**src/rtl/branch_sequencer_if.sv**
```systemverilog
// Control-unit <-> datapath bundle for the conditional-branch sequencer.
// The slave side is the sequencer; the master side is whoever feeds it instructions.
interface branch_sequencer_if;
  logic        start;
  logic        mem_ready;
  logic [31:0] ir;
  logic        con;

  logic        busy;
  logic        done;
  logic        illegal;
  logic        taken;

  logic        pc_out;
  logic        mar_in;
  logic        inc_pc;
  logic        z_in;
  logic        zlow_out;
  logic        pc_in;
  logic        read;
  logic        mdata_in;
  logic        mdr_in;
  logic        mdr_out;
  logic        ir_in;
  logic        gra;
  logic        r_out;
  logic        con_in;
  logic        y_in;
  logic        c_out;
  logic        alu_add;

  modport master (
    output start, mem_ready, ir, con,
    input  busy, done, illegal, taken,
    input  pc_out, mar_in, inc_pc, z_in, zlow_out, pc_in, read, mdata_in,
    input  mdr_in, mdr_out, ir_in, gra, r_out, con_in, y_in, c_out, alu_add
  );

  modport slave (
    input  start, mem_ready, ir, con,
    output busy, done, illegal, taken,
    output pc_out, mar_in, inc_pc, z_in, zlow_out, pc_in, read, mdata_in,
    output mdr_in, mdr_out, ir_in, gra, r_out, con_in, y_in, c_out, alu_add
  );
endinterface

```
**src/rtl/branch_sequencer.sv**
```systemverilog
// Control-step sequencer for conditional branches: fetch, decode, condition
// evaluation with a fixed settling latency, then optional PC load of the target.
module branch_sequencer #(
  parameter logic [4:0]  BR_OPCODE = 5'b10010,
  parameter int unsigned CON_LAT   = 4
) (
  input  logic           clk,
  input  logic           reset,
  branch_sequencer_if.slave bus
);

  typedef enum logic [3:0] {IDLE, T0, T1, T2, DEC, T3, T4, T5, T6} state_t;

  localparam logic [3:0] CNT_INIT = 4'(CON_LAT - 1);

  state_t     state;
  state_t     state_nxt;
  logic [3:0] cnt;
  logic       take;
  logic       t1_seen;
  logic       done_q;
  logic       illegal_q;
  logic       taken_q;
  logic       opcode_ok;
  logic       unused_ir;

  assign opcode_ok = (bus.ir[31:27] == BR_OPCODE);
  assign unused_ir = ^bus.ir[26:0];

  always_ff @(posedge clk or posedge reset) begin
    if (reset) state <= IDLE;
    else       state <= state_nxt;
  end

  // t1_seen marks T1 cycles after the first, so the PC increments only once
  // however long memory stalls; retire pulses are registered into IDLE.
  always_ff @(posedge clk or posedge reset) begin
    if (reset) begin
      cnt       <= '0;
      take      <= 1'b0;
      t1_seen   <= 1'b0;
      done_q    <= 1'b0;
      illegal_q <= 1'b0;
      taken_q   <= 1'b0;
    end else begin
      t1_seen   <= (state == T1);
      done_q    <= (state == T6);
      taken_q   <= (state == T6) && take;
      illegal_q <= (state == DEC) && !opcode_ok;
      if (state == DEC)
        cnt <= CNT_INIT;
      else if ((state == T3) && (cnt != 4'd0))
        cnt <= cnt - 4'd1;
      if (state == T4)
        take <= bus.con;
    end
  end

  always_comb begin
    state_nxt = state;
    case (state)
      IDLE:    if (bus.start) state_nxt = T0;
      T0:      state_nxt = T1;
      T1:      if (bus.mem_ready) state_nxt = T2;
      T2:      state_nxt = DEC;
      DEC:     state_nxt = opcode_ok ? T3 : IDLE;
      T3:      if (cnt == 4'd0) state_nxt = T4;
      T4:      state_nxt = T5;
      T5:      state_nxt = T6;
      T6:      state_nxt = IDLE;
      default: state_nxt = IDLE;
    endcase
  end

  always_comb begin
    bus.busy     = (state != IDLE);
    bus.done     = done_q;
    bus.illegal  = illegal_q;
    bus.taken    = taken_q;
    bus.pc_out   = 1'b0;
    bus.mar_in   = 1'b0;
    bus.inc_pc   = 1'b0;
    bus.z_in     = 1'b0;
    bus.zlow_out = 1'b0;
    bus.pc_in    = 1'b0;
    bus.read     = 1'b0;
    bus.mdata_in = 1'b0;
    bus.mdr_in   = 1'b0;
    bus.mdr_out  = 1'b0;
    bus.ir_in    = 1'b0;
    bus.gra      = 1'b0;
    bus.r_out    = 1'b0;
    bus.con_in   = 1'b0;
    bus.y_in     = 1'b0;
    bus.c_out    = 1'b0;
    bus.alu_add  = 1'b0;
    case (state)
      T0: begin
        bus.pc_out = 1'b1;
        bus.mar_in = 1'b1;
        bus.inc_pc = 1'b1;
        bus.z_in   = 1'b1;
      end
      T1: begin
        bus.zlow_out = 1'b1;
        bus.pc_in    = !t1_seen;
        bus.read     = 1'b1;
        bus.mdata_in = 1'b1;
        bus.mdr_in   = 1'b1;
      end
      T2: begin
        bus.mdr_out = 1'b1;
        bus.ir_in   = 1'b1;
      end
      T3: begin
        bus.gra    = 1'b1;
        bus.r_out  = 1'b1;
        bus.con_in = 1'b1;
      end
      T4: begin
        bus.pc_out = 1'b1;
        bus.y_in   = 1'b1;
      end
      T5: begin
        bus.c_out   = 1'b1;
        bus.alu_add = 1'b1;
        bus.z_in    = 1'b1;
      end
      T6: begin
        bus.zlow_out = 1'b1;
        bus.pc_in    = take;
      end
      default: ;
    endcase
  end

endmodule

```
**src/flat_wrapper.sv**
```systemverilog
// flat-port wrapper written by rule: the top's interface ports become plain ports
module branch_sequencer_flat 
#(
  parameter logic [4:0]  BR_OPCODE = 5'b10010,
  parameter int unsigned CON_LAT   = 4
)
  (clk, reset, bus_start, bus_mem_ready, bus_ir, bus_con, bus_busy, bus_done, bus_illegal, bus_taken, bus_pc_out, bus_mar_in, bus_inc_pc, bus_z_in, bus_zlow_out, bus_pc_in, bus_read, bus_mdata_in, bus_mdr_in, bus_mdr_out, bus_ir_in, bus_gra, bus_r_out, bus_con_in, bus_y_in, bus_c_out, bus_alu_add);
  branch_sequencer_if bus_i ();
  input  logic clk;
  input  logic reset;
  input wire logic [$bits(bus_i.start)-1:0] bus_start;
  input wire logic [$bits(bus_i.mem_ready)-1:0] bus_mem_ready;
  input wire logic [$bits(bus_i.ir)-1:0] bus_ir;
  input wire logic [$bits(bus_i.con)-1:0] bus_con;
  output wire logic [$bits(bus_i.busy)-1:0] bus_busy;
  output wire logic [$bits(bus_i.done)-1:0] bus_done;
  output wire logic [$bits(bus_i.illegal)-1:0] bus_illegal;
  output wire logic [$bits(bus_i.taken)-1:0] bus_taken;
  output wire logic [$bits(bus_i.pc_out)-1:0] bus_pc_out;
  output wire logic [$bits(bus_i.mar_in)-1:0] bus_mar_in;
  output wire logic [$bits(bus_i.inc_pc)-1:0] bus_inc_pc;
  output wire logic [$bits(bus_i.z_in)-1:0] bus_z_in;
  output wire logic [$bits(bus_i.zlow_out)-1:0] bus_zlow_out;
  output wire logic [$bits(bus_i.pc_in)-1:0] bus_pc_in;
  output wire logic [$bits(bus_i.read)-1:0] bus_read;
  output wire logic [$bits(bus_i.mdata_in)-1:0] bus_mdata_in;
  output wire logic [$bits(bus_i.mdr_in)-1:0] bus_mdr_in;
  output wire logic [$bits(bus_i.mdr_out)-1:0] bus_mdr_out;
  output wire logic [$bits(bus_i.ir_in)-1:0] bus_ir_in;
  output wire logic [$bits(bus_i.gra)-1:0] bus_gra;
  output wire logic [$bits(bus_i.r_out)-1:0] bus_r_out;
  output wire logic [$bits(bus_i.con_in)-1:0] bus_con_in;
  output wire logic [$bits(bus_i.y_in)-1:0] bus_y_in;
  output wire logic [$bits(bus_i.c_out)-1:0] bus_c_out;
  output wire logic [$bits(bus_i.alu_add)-1:0] bus_alu_add;
  assign bus_i.start = bus_start;
  assign bus_i.mem_ready = bus_mem_ready;
  assign bus_i.ir = bus_ir;
  assign bus_i.con = bus_con;
  assign bus_busy = bus_i.busy;
  assign bus_done = bus_i.done;
  assign bus_illegal = bus_i.illegal;
  assign bus_taken = bus_i.taken;
  assign bus_pc_out = bus_i.pc_out;
  assign bus_mar_in = bus_i.mar_in;
  assign bus_inc_pc = bus_i.inc_pc;
  assign bus_z_in = bus_i.z_in;
  assign bus_zlow_out = bus_i.zlow_out;
  assign bus_pc_in = bus_i.pc_in;
  assign bus_read = bus_i.read;
  assign bus_mdata_in = bus_i.mdata_in;
  assign bus_mdr_in = bus_i.mdr_in;
  assign bus_mdr_out = bus_i.mdr_out;
  assign bus_ir_in = bus_i.ir_in;
  assign bus_gra = bus_i.gra;
  assign bus_r_out = bus_i.r_out;
  assign bus_con_in = bus_i.con_in;
  assign bus_y_in = bus_i.y_in;
  assign bus_c_out = bus_i.c_out;
  assign bus_alu_add = bus_i.alu_add;
  branch_sequencer #(.BR_OPCODE(BR_OPCODE), .CON_LAT(CON_LAT)) u_core (.clk(clk), .reset(reset), .bus(bus_i));
endmodule
```
**config.mk**
```make
export PLATFORM = sky130hd
export DESIGN_NAME = branch_sequencer_flat
export DESIGN_NICKNAME = d
export VERILOG_FILES = /design/src/rtl/branch_sequencer_if.sv /design/src/rtl/branch_sequencer.sv /design/src/flat_wrapper.sv
export SDC_FILE = /design/constraint.sdc
export NUM_CORES = 1
export LEC_CHECK = 0
export ABC_CLOCK_PERIOD_IN_PS = 2500
export CORE_AREA = 3 3 51 53
export CTS_BUF_LIST = sky130_fd_sc_hd__clkbuf_4 sky130_fd_sc_hd__clkbuf_8
export CTS_CLUSTER_DIAMETER = 60
export CTS_CLUSTER_SIZE = 8
export DETAILED_ROUTE_END_ITERATION = 10
export DIE_AREA = 0 0 54 56
export GPL_ROUTABILITY_DRIVEN = 0
export PLACE_DENSITY = 0.93
export SETUP_SLACK_MARGIN = 0.3
export SLEW_MARGIN = 10
export SYNTH_ARGS = -nofsm -noshare
export SYNTH_HDL_FRONTEND = slang
export SYNTH_SLANG_ARGS = --single-unit
```
**constraint.sdc**
```tcl
create_clock -name clk -period 2.5 [get_ports clk]
set_clock_uncertainty 0.1 [all_clocks]
set_input_delay 0.25 -clock clk [delete_from_list [all_inputs] [get_ports clk]]
set_output_delay 0.25 -clock clk [all_outputs]
set_load 0.1 [all_outputs]
```
Word level (Yosys, flattened, before mapping)
Index checks and enable logic that the tools add are counted. W data, S select, Z words.

Flip-flop bits (word level): 13. Bits in latches: 0. Bits in writable memories: 0. Bits in read-only memories: 0. Bits of input ports: 37. Output and inout port bits: 21. Word-level logic and storage cells: 51. Memories kept: 0.

Add/subtract/negate cells: 1. $mul: 0. Div/mod/pow operators: 0. Magnitude comparators: 0. Equal/unequal tests: 12. Shift operators: 0. Multiplexer cells: 17. Bitwise operators: 0. Reduce and logical (&&, ||, !) cells: 14.

Operators by type and width (number): $pmux W4 S8 (1); $mux W4 (5); $eq A4 B3 Y1 const B (4); $mux W1 (9); $eq A4 B2 Y1 const B (2); $logic_not A4 Y1 (2); $reduce_bool A4 Y1 (2); $ne A2 B2 Y1 const B (3); $reduce_or A2 Y1 (3); $eq A5 B5 Y1 const B (1); $eq A4 B1 Y1 const B (1); $eq A4 B4 Y1 const B (1); $sub A4 B1 Y4 const B (1); $logic_and A1 B1 Y1 (3); $mux W3 (1); $reduce_and A3 Y1 (1); $logic_not A1 Y1 (2); $pmux W1 S2 (1); $reduce_bool A2 Y1 (1).

Depth between registers and ports, before layout
Depth in word-level cells: 4. Mapped depth: 5. Depth with buffers taken out: 5.

Least setup slack after synthesis
OpenSTA, ideal clock, no wires.

Kind: register to output. From: register u_core.state[2]. To: output bus_pc_in. Arrival: 3.763 ns. Setup slack: -1.613 ns. Stages on the path, launching flop included: 4. Cells stage by stage: dfrtp_1 buf_2 nor3_1 a21o_1.

Longest elaborated chain between the ends: 2.

Ends and longest elaborated chain: start, declared (RTL line branch_sequencer.sv:16) `state_t state;`; start signal, assigned (RTL line branch_sequencer.sv:32) `else state <= state_nxt;`; $eq A4 B4 Y1 or $eq A4 B2 Y1 (tied branches) (RTL line branch_sequencer.sv:97) `case (state)`; $pmux W1 S2 (*) (RTL line branch_sequencer.sv:97); end, declared (RTL line flat_wrapper.sv:24) `output wire logic [$bits(bus_i.pc_in)-1:0] bus_pc_in;`.

Mark *: on every way between the ends. The rest lies on a longest branch, timed or not.

Worst setup path in the final report
From: register u_core.state[1]. To: output bus_pc_out.

Longest elaborated chain between the ends: 3.

Ends and longest elaborated chain: $eq A4 B1 Y1 or $eq A4 B3 Y1 (tied branches) (RTL line branch_sequencer.sv:97); $reduce_or A2 Y1 (no source line) (*); $mux W1 (*) (RTL line branch_sequencer.sv:97); end, declared (RTL line flat_wrapper.sv:19) `output wire logic [$bits(bus_i.pc_out)-1:0] bus_pc_out;`.

Marks and branches as above.

==> flow_metrics.tcl <==
set metrics [dict create \
    fin_tns_setup_ns 0 \
    synth_ff_type "dfrtp_1" \
    antenna_left 0 \
    clock_sinks 13 \
    antenna_cells 0 \
    cp_slowest_stage_delay_ns 0.48 \
    ys_warn_count 0 \
    grt_pass1_vias 760 \
    clk_latency_ns 0.28 \
    layout-drive-gt1-share_pct 46.61 \
    cts_max_level 1 \
    wl_per_cell_um 15.56 \
    drt_iter0_drc 12 \
    dieArea_um2 3024 \
    start_util_pct 36.95 \
    cts_tree "built" \
    dr.pass1.iters 4 \
    drc_errors 0 \
    hold_viol_final 0 \
    die_x_um 54 \
    cts_made_buffers 3 \
    rsz0062_at_grt "no" \
    cp.buffers_inverters 2 \
    seq_area_frac_synth_pct 40.19 \
    cp.arrival_ns 1.76 \
    fillers 137 \
    slew_viol_final 0 \
    clk_pin_slew_ns 0.09 \
    synth_nets 125 \
    worstSetupEndpointType "output port" \
    root_buffer "clkbuf_4" \
    core_um2 2191 \
    crit_chain "buf_4 > or3_1 > a21oi_4 > buf_12" \
    hold_ws_ns 0.1985 \
    via_count 760 \
    drv_cap 0 \
    postCtsHoldBufs 0 \
    grt_start_max_net_pins 17 \
    via_per_inst 5.205 \
    final_nets 157 \
    rows 17 \
    multi_input_area_um2 465.4 \
    port_buffers 30 \
    slowest_stage "dfrtp_1" \
    crit_type "reg2out" \
    antenna_found_initial 0 \
    critPathLaunchType "register" \
    min_path_type "in2async" \
    routed_wl_um 2272 \
    grt.overflow.total 0 \
    cts.path.max_buffers 2 \
    area_growth_pct 75.12 \
    io_pins 58 \
    timing.slew.headroom_pct 65.03 \
    synthDistinctLibCells 39 \
    async_reset_ff_share_pct 100.0 \
    fin_crit_ns 2.112 \
    seqCellArea_um2 327.8 \
    syn-instance-count 87 \
    fin_crit_sh_pct 84.47 \
    grt_pass1_wl_um 3691 \
    status "finished, final reports clean" \
    cp_top_family "flip-flops" \
    synth-seq-cells 13 \
    synth_edf_count 0 \
    grtUsageTotal_pct 16.28 \
    critPathMaxFanout 12 \
    finalSetupViolCount 0 \
    die_y_um 56 \
    avgSynthCellArea_um2 9.305 \
    fmaxAchievable_mhz 473.5 \
    worst_pin_slew_ns 0.5240 \
    syn_area_um2 809.5 \
    critPathRequiredTime_ns 2.15 \
    dp_hpwl_um 1758 \
]
layout make-up:
cell class	instances	area share (%)
Sequential cell	13	23.12
Multi-Input combinational cell	54	32.83
Clock inverter	1	0.3530
Inverter	7	1.853
Clock buffer	3	1.589
Tap cell	28	2.471
Timing Repair Buffer	40	37.78
flip-flops by register name, summed over array words and instances (netlist names):
register / count
u_core.bus.done: 1
u_core.bus.illegal: 1
u_core.bus.taken: 1
u_core.cnt: 4
u_core.state: 4
u_core.t1_seen: 1
u_core.take: 1
per-stage QoR:
stage	utilization, %	cells	instance area (um2)	setup slack [ns]
final	64.71	146	1418	0.3882
after detailed placement	60.65	135	1329	0.4750
after global routing	64.71	146	1418	0.3119
after global placement	60.65	135	1329	0.6091
after floorplan	-	87	942.2	0.09227
after CTS	62.31	139	1365	0.2928
cell usage after synthesis, types with 2 or more instances:
master	instances	area, um2
nor3_1	5	25.02
a21o_1	2	15.01
dfrtp_1	13	325.3
buf_2	3	15.01
nand2_1	2	7.510
a31oi_1	3	18.77
buf_4	8	60.06
o22ai_1	3	18.77
nor2_1	4	15.01
nand2b_1	5	31.28
mux2_2	2	22.52
a21oi_1	2	10.01
o21ai_0	2	10.01
inv_1	7	26.28
and2_1	2	12.51
worst paths after layout:
check / depth (start not counted) / endpoint / slack [ns] / from
worst min-delay path: 2 / u_core.bus.done$_DFF_PP0_ / 0.20 / reset
worst max register to register: 5 / u_core.state[1]$_DFFE_PP0P_ / 0.74 / u_core.cnt[1]$_DFFE_PP0P_
min in group clk: 1 / u_core.take$_DFFE_PP0P_ / 0.42 / u_core.take$_DFFE_PP0P_
max in group asynchronous: 2 / u_core.state[0]$_DFFE_PP0P_ / 1.72 / reset
worst max-delay path: 4 / bus_pc_out / 0.39 / u_core.state[1]$_DFFE_PP0P_
worst min register to register: 1 / u_core.take$_DFFE_PP0P_ / 0.42 / u_core.take$_DFFE_PP0P_
cell families (layout without fill, tap and decap cells):
kind of cell / Yosys count / after routing / synth area share [%]
xor+xnor: 1 / 1 / 1.082
flops: 13 / 13 / 40.19
mux: 2 / 2 / 2.782
buf+inv: 20 / 51 / 13.45
compound gates: 19 / 19 / 16.69
fa+ha+maj: 1 / 1 / 1.545
simple gates: 31 / 31 / 24.27
cells in the final DEF (no fill, tap or decap), types with 2 or more instances in the layout:
cell,instances
buf_12,17
buf_4,14
dfrtp_1,11
clkdlybuf4s50_1,9
inv_1,7
nor3_4,4
nand2b_1,4
a31oi_1,3
o22ai_1,3
clkbuf_4,3
o21ai_0,2
and2_1,2
nand2_1,2
mux2_2,2
nor2_1,2
dfrtp_2,2
what timing repair did:
item / 4_1_cts / 5_1_grt
gates resized for setup: 3 / 0
setup endpoints to repair: 6 / 3
pin swaps: 0 / 1
setup buffers: 0 / 7
hold endpoints to repair: 0 / 0
per-layer routing:
metal  vias up  GRT usage (%)  part of all wire, %
met2        19          29.41                   58
met5         -              0                    0
met1       368          19.00                   36
met3         5          3.485                  4.5
li1        368              -                    -
met4         0          3.203                 0.92
Power is not shown: default switching activity piles up to over one toggle a cycle in this logic, so the estimate is an artifact.
==> edit (same flow settings) <==
Re-encode `state_t` (9 states) as one-hot, 9 bits wide.
--- a/src/rtl/branch_sequencer.sv
+++ b/src/rtl/branch_sequencer.sv
@@ -11,3 +11,3 @@
 
-  typedef enum logic [3:0] {IDLE, T0, T1, T2, DEC, T3, T4, T5, T6} state_t;
+  typedef enum logic [8:0] {IDLE = 9'b000000001, T0 = 9'b000000010, T1 = 9'b000000100, T2 = 9'b000001000, DEC = 9'b000010000, T3 = 9'b000100000, T4 = 9'b001000000, T5 = 9'b010000000, T6 = 9'b100000000} state_t;
 
Check against the original RTL: no difference found for any inputs over 10 cycles, from zero or initial values and one cycle with reset high; not proved beyond that.
==> edit against the original RTL <==
Sequential cell count is 5 higher; worst setup slack worse by 0.19 ns; final cell count is 35% higher; routed wire length is 94% higher; synthesized area is 29% higher; first-iteration DRC count grew to 5.8 times the old value; count of clock-buffer cells in the layout is 1 higher; via count is 58% higher; synthesized cell count is 32% higher; cell area is 39% higher; worst hold slack better by 0.075 ns; highest routed layer unchanged.
==> edit: results (changes against the original RTL) <==
| Metric | Value |
|---|---|
| Status | `completed` |
| Hold WC Path Type | `input pin to asynchronous set/reset pin` |
| DRT iter0 DRCs | `70 (+58)` |
| Final Net Count | `209 (+33%)` |
| Ranking of synthesized cells by area | `dfrtp_1 (41%), nor4b_1 (5.9%), buf_4 (5.0%), nor3_1 (3.3%), nor2_1 (3.2%)` |
| Post-DR wirelength/cell | `22.4 um (+44%)` |
| Share of layout cells above drive strength 1 | `0.527 (+0.0605)` |
| Drt first pass iters | `5 (+1)` |
| FF-to-FF path depth | `4 (-1)` |
| Register area share after synthesis | `0.432 (+0.0300)` |
| Family with the most delay on the worst path | `buffers and inverters` |
| Total number of vias | `1,201 (+58%)` |
| Final HPWL DP | `2020 um (+15%)` |
| Yosys synthesis warning count | `0 (unchanged)` |
| Critical path fanouts, max | `5 (-7)` |
| Pin count of the biggest net entering global routing | `19 (+2)` |
| Netlist cell types | `36 (-7.7%)` |
| Clk slew on worst S/H paths | `0.11 ns (+0.02 ns)` |
| Peak supply drop | `0.000856 V` |
| Largest regs | `u_core.state: 9 flops, u_core.cnt: 4 flops` |
| Clk root buf | `clkbuf_4` |
| First-pass GRT wire length | `6310 um (+71%)` |
| Synthesized netlist net count | `154 (+23%)` |
| Number of global-route vias before repair | `1,211 (+59%)` |
| Filler cells | `85 (-38%)` |
| R2R Setup Slk | `0.25 ns (-0.49 ns)` |
| Antenna cell count | `0 (unchanged)` |
| Clock latency at the later pin of the worst-skew pair | `0.30 ns (+0.02 ns)` |
| Worst Tran Pin Value | `0.708 ns (+0.185 ns)` |
| Total track usage | `0.290 (+0.127)` |
| Cts bufs inserted | `3 (unchanged)` |
| Arr. time, crit path | `1.95 ns (+0.19 ns)` |
| Synth cell count leaders | `dfrtp_1 (17), nor2_1 (9), inv_1 (8)` |
| Slowest stage cell, crit path | `dfrtp_2` |
edit: cell count changes in the layout (fill, tap and decap cells not counted), moves of 3 or more:
cell,delta
buf_6,+5
nand2b_1,-3
nor2_1,+7
buf_4,+18
nor4_1,+3
o22ai_1,-3
nor4b_4,+4
nor4b_1,+3
edit: cell families (layout without fill, tap and decap cells):
logic type               count (synthesis)  count (layout)  share of synthesized area
AND/OR/NAND/NOR                         52              52                      0.285
buffers and inverters                   23              77                      0.120
flip-flops                              18              18                      0.432
AO/OA/AOI/OAI                           15              15                     0.0957
XOR/XNOR                                 4               4                     0.0335
adder cells (fa/ha/maj)                  2               2                     0.0239
multiplexers                             1               1                     0.0108
edit: metal layers:
layer  part of all wire  vias to the layer above  wire length [um]  track usage
met2               0.53                       84              2330        0.507
met4              0.039                        0               172        0.139
met3              0.076                       21               334       0.0456
met5                  0                        -                 0            0
met1               0.36                      589              1580        0.327
li1                   -                      507                 -            -
edit: report_power, final:
group	internal, mW	total [mW]	switching, mW
clock network	0.0888	0.183	0.0938
logic	0.529	1.35	0.817
registers	0.337	0.388	0.0502
total	0.955	1.92	0.961
edit: timing repair:
action,4_1_cts,5_1_grt
endpoints found under the setup margin,13,19
pin swaps,14,9
gates resized for setup,16,2
buffers inserted,18,12
edit: final timing paths:
| path | endpoint | from |
|---|---|---|
| worst max-delay path | bus_pc_in | u_core.state[8]$_DFFE_PP0P_ |
| worst min-delay path | u_core.cnt[2]$_DFFE_PP0P_ | reset |
| worst max register to register | u_core.cnt[3]$_DFFE_PP0P_ | u_core.state[3]$_DFFE_PP0P_ |
| worst min register to register | u_core.cnt[1]$_DFFE_PP0P_ | u_core.cnt[1]$_DFFE_PP0P_ |
| max in group asynchronous | u_core.state[5]$_DFFE_PP0P_ | reset |
| min in group clk | u_core.bus.illegal$_DFF_PP0_ | bus_ir[31] |
edit: final cells by class:
type	instances	area (um2)	share of cell area
Timing Repair Buffer	65	767	0.388
Multi-Input combinational cell	74	644	0.326
Sequential cell	18	457	0.231
Inverter	8	37.5	0.0190
Clock buffer	4	36.3	0.0184
Tap cell	28	35.0	0.0177
edit: metrics by stage:
stage	worst slack [ns]	power (mW)	std cells	instance area (um2)	hold WS, ns
final	0.199	1.92	197	1980	0.273
after global routing	0.119	1.98	197	1980	0.310
after CTS	0.297	1.72	185	1880	0.269
after detailed placement	0.308	1.36	163	1620	0.411
after global placement	0.360	1.32	163	1620	0.388
after floorplan	-0.235	1.16	115	1230	0.0878
edit: worst reg2reg max path: cells and delay by family, from the launching register on:
kind             cells  cell delay, ns
flip-flops           1            0.41
AND/OR/NAND/NOR      4            1.69
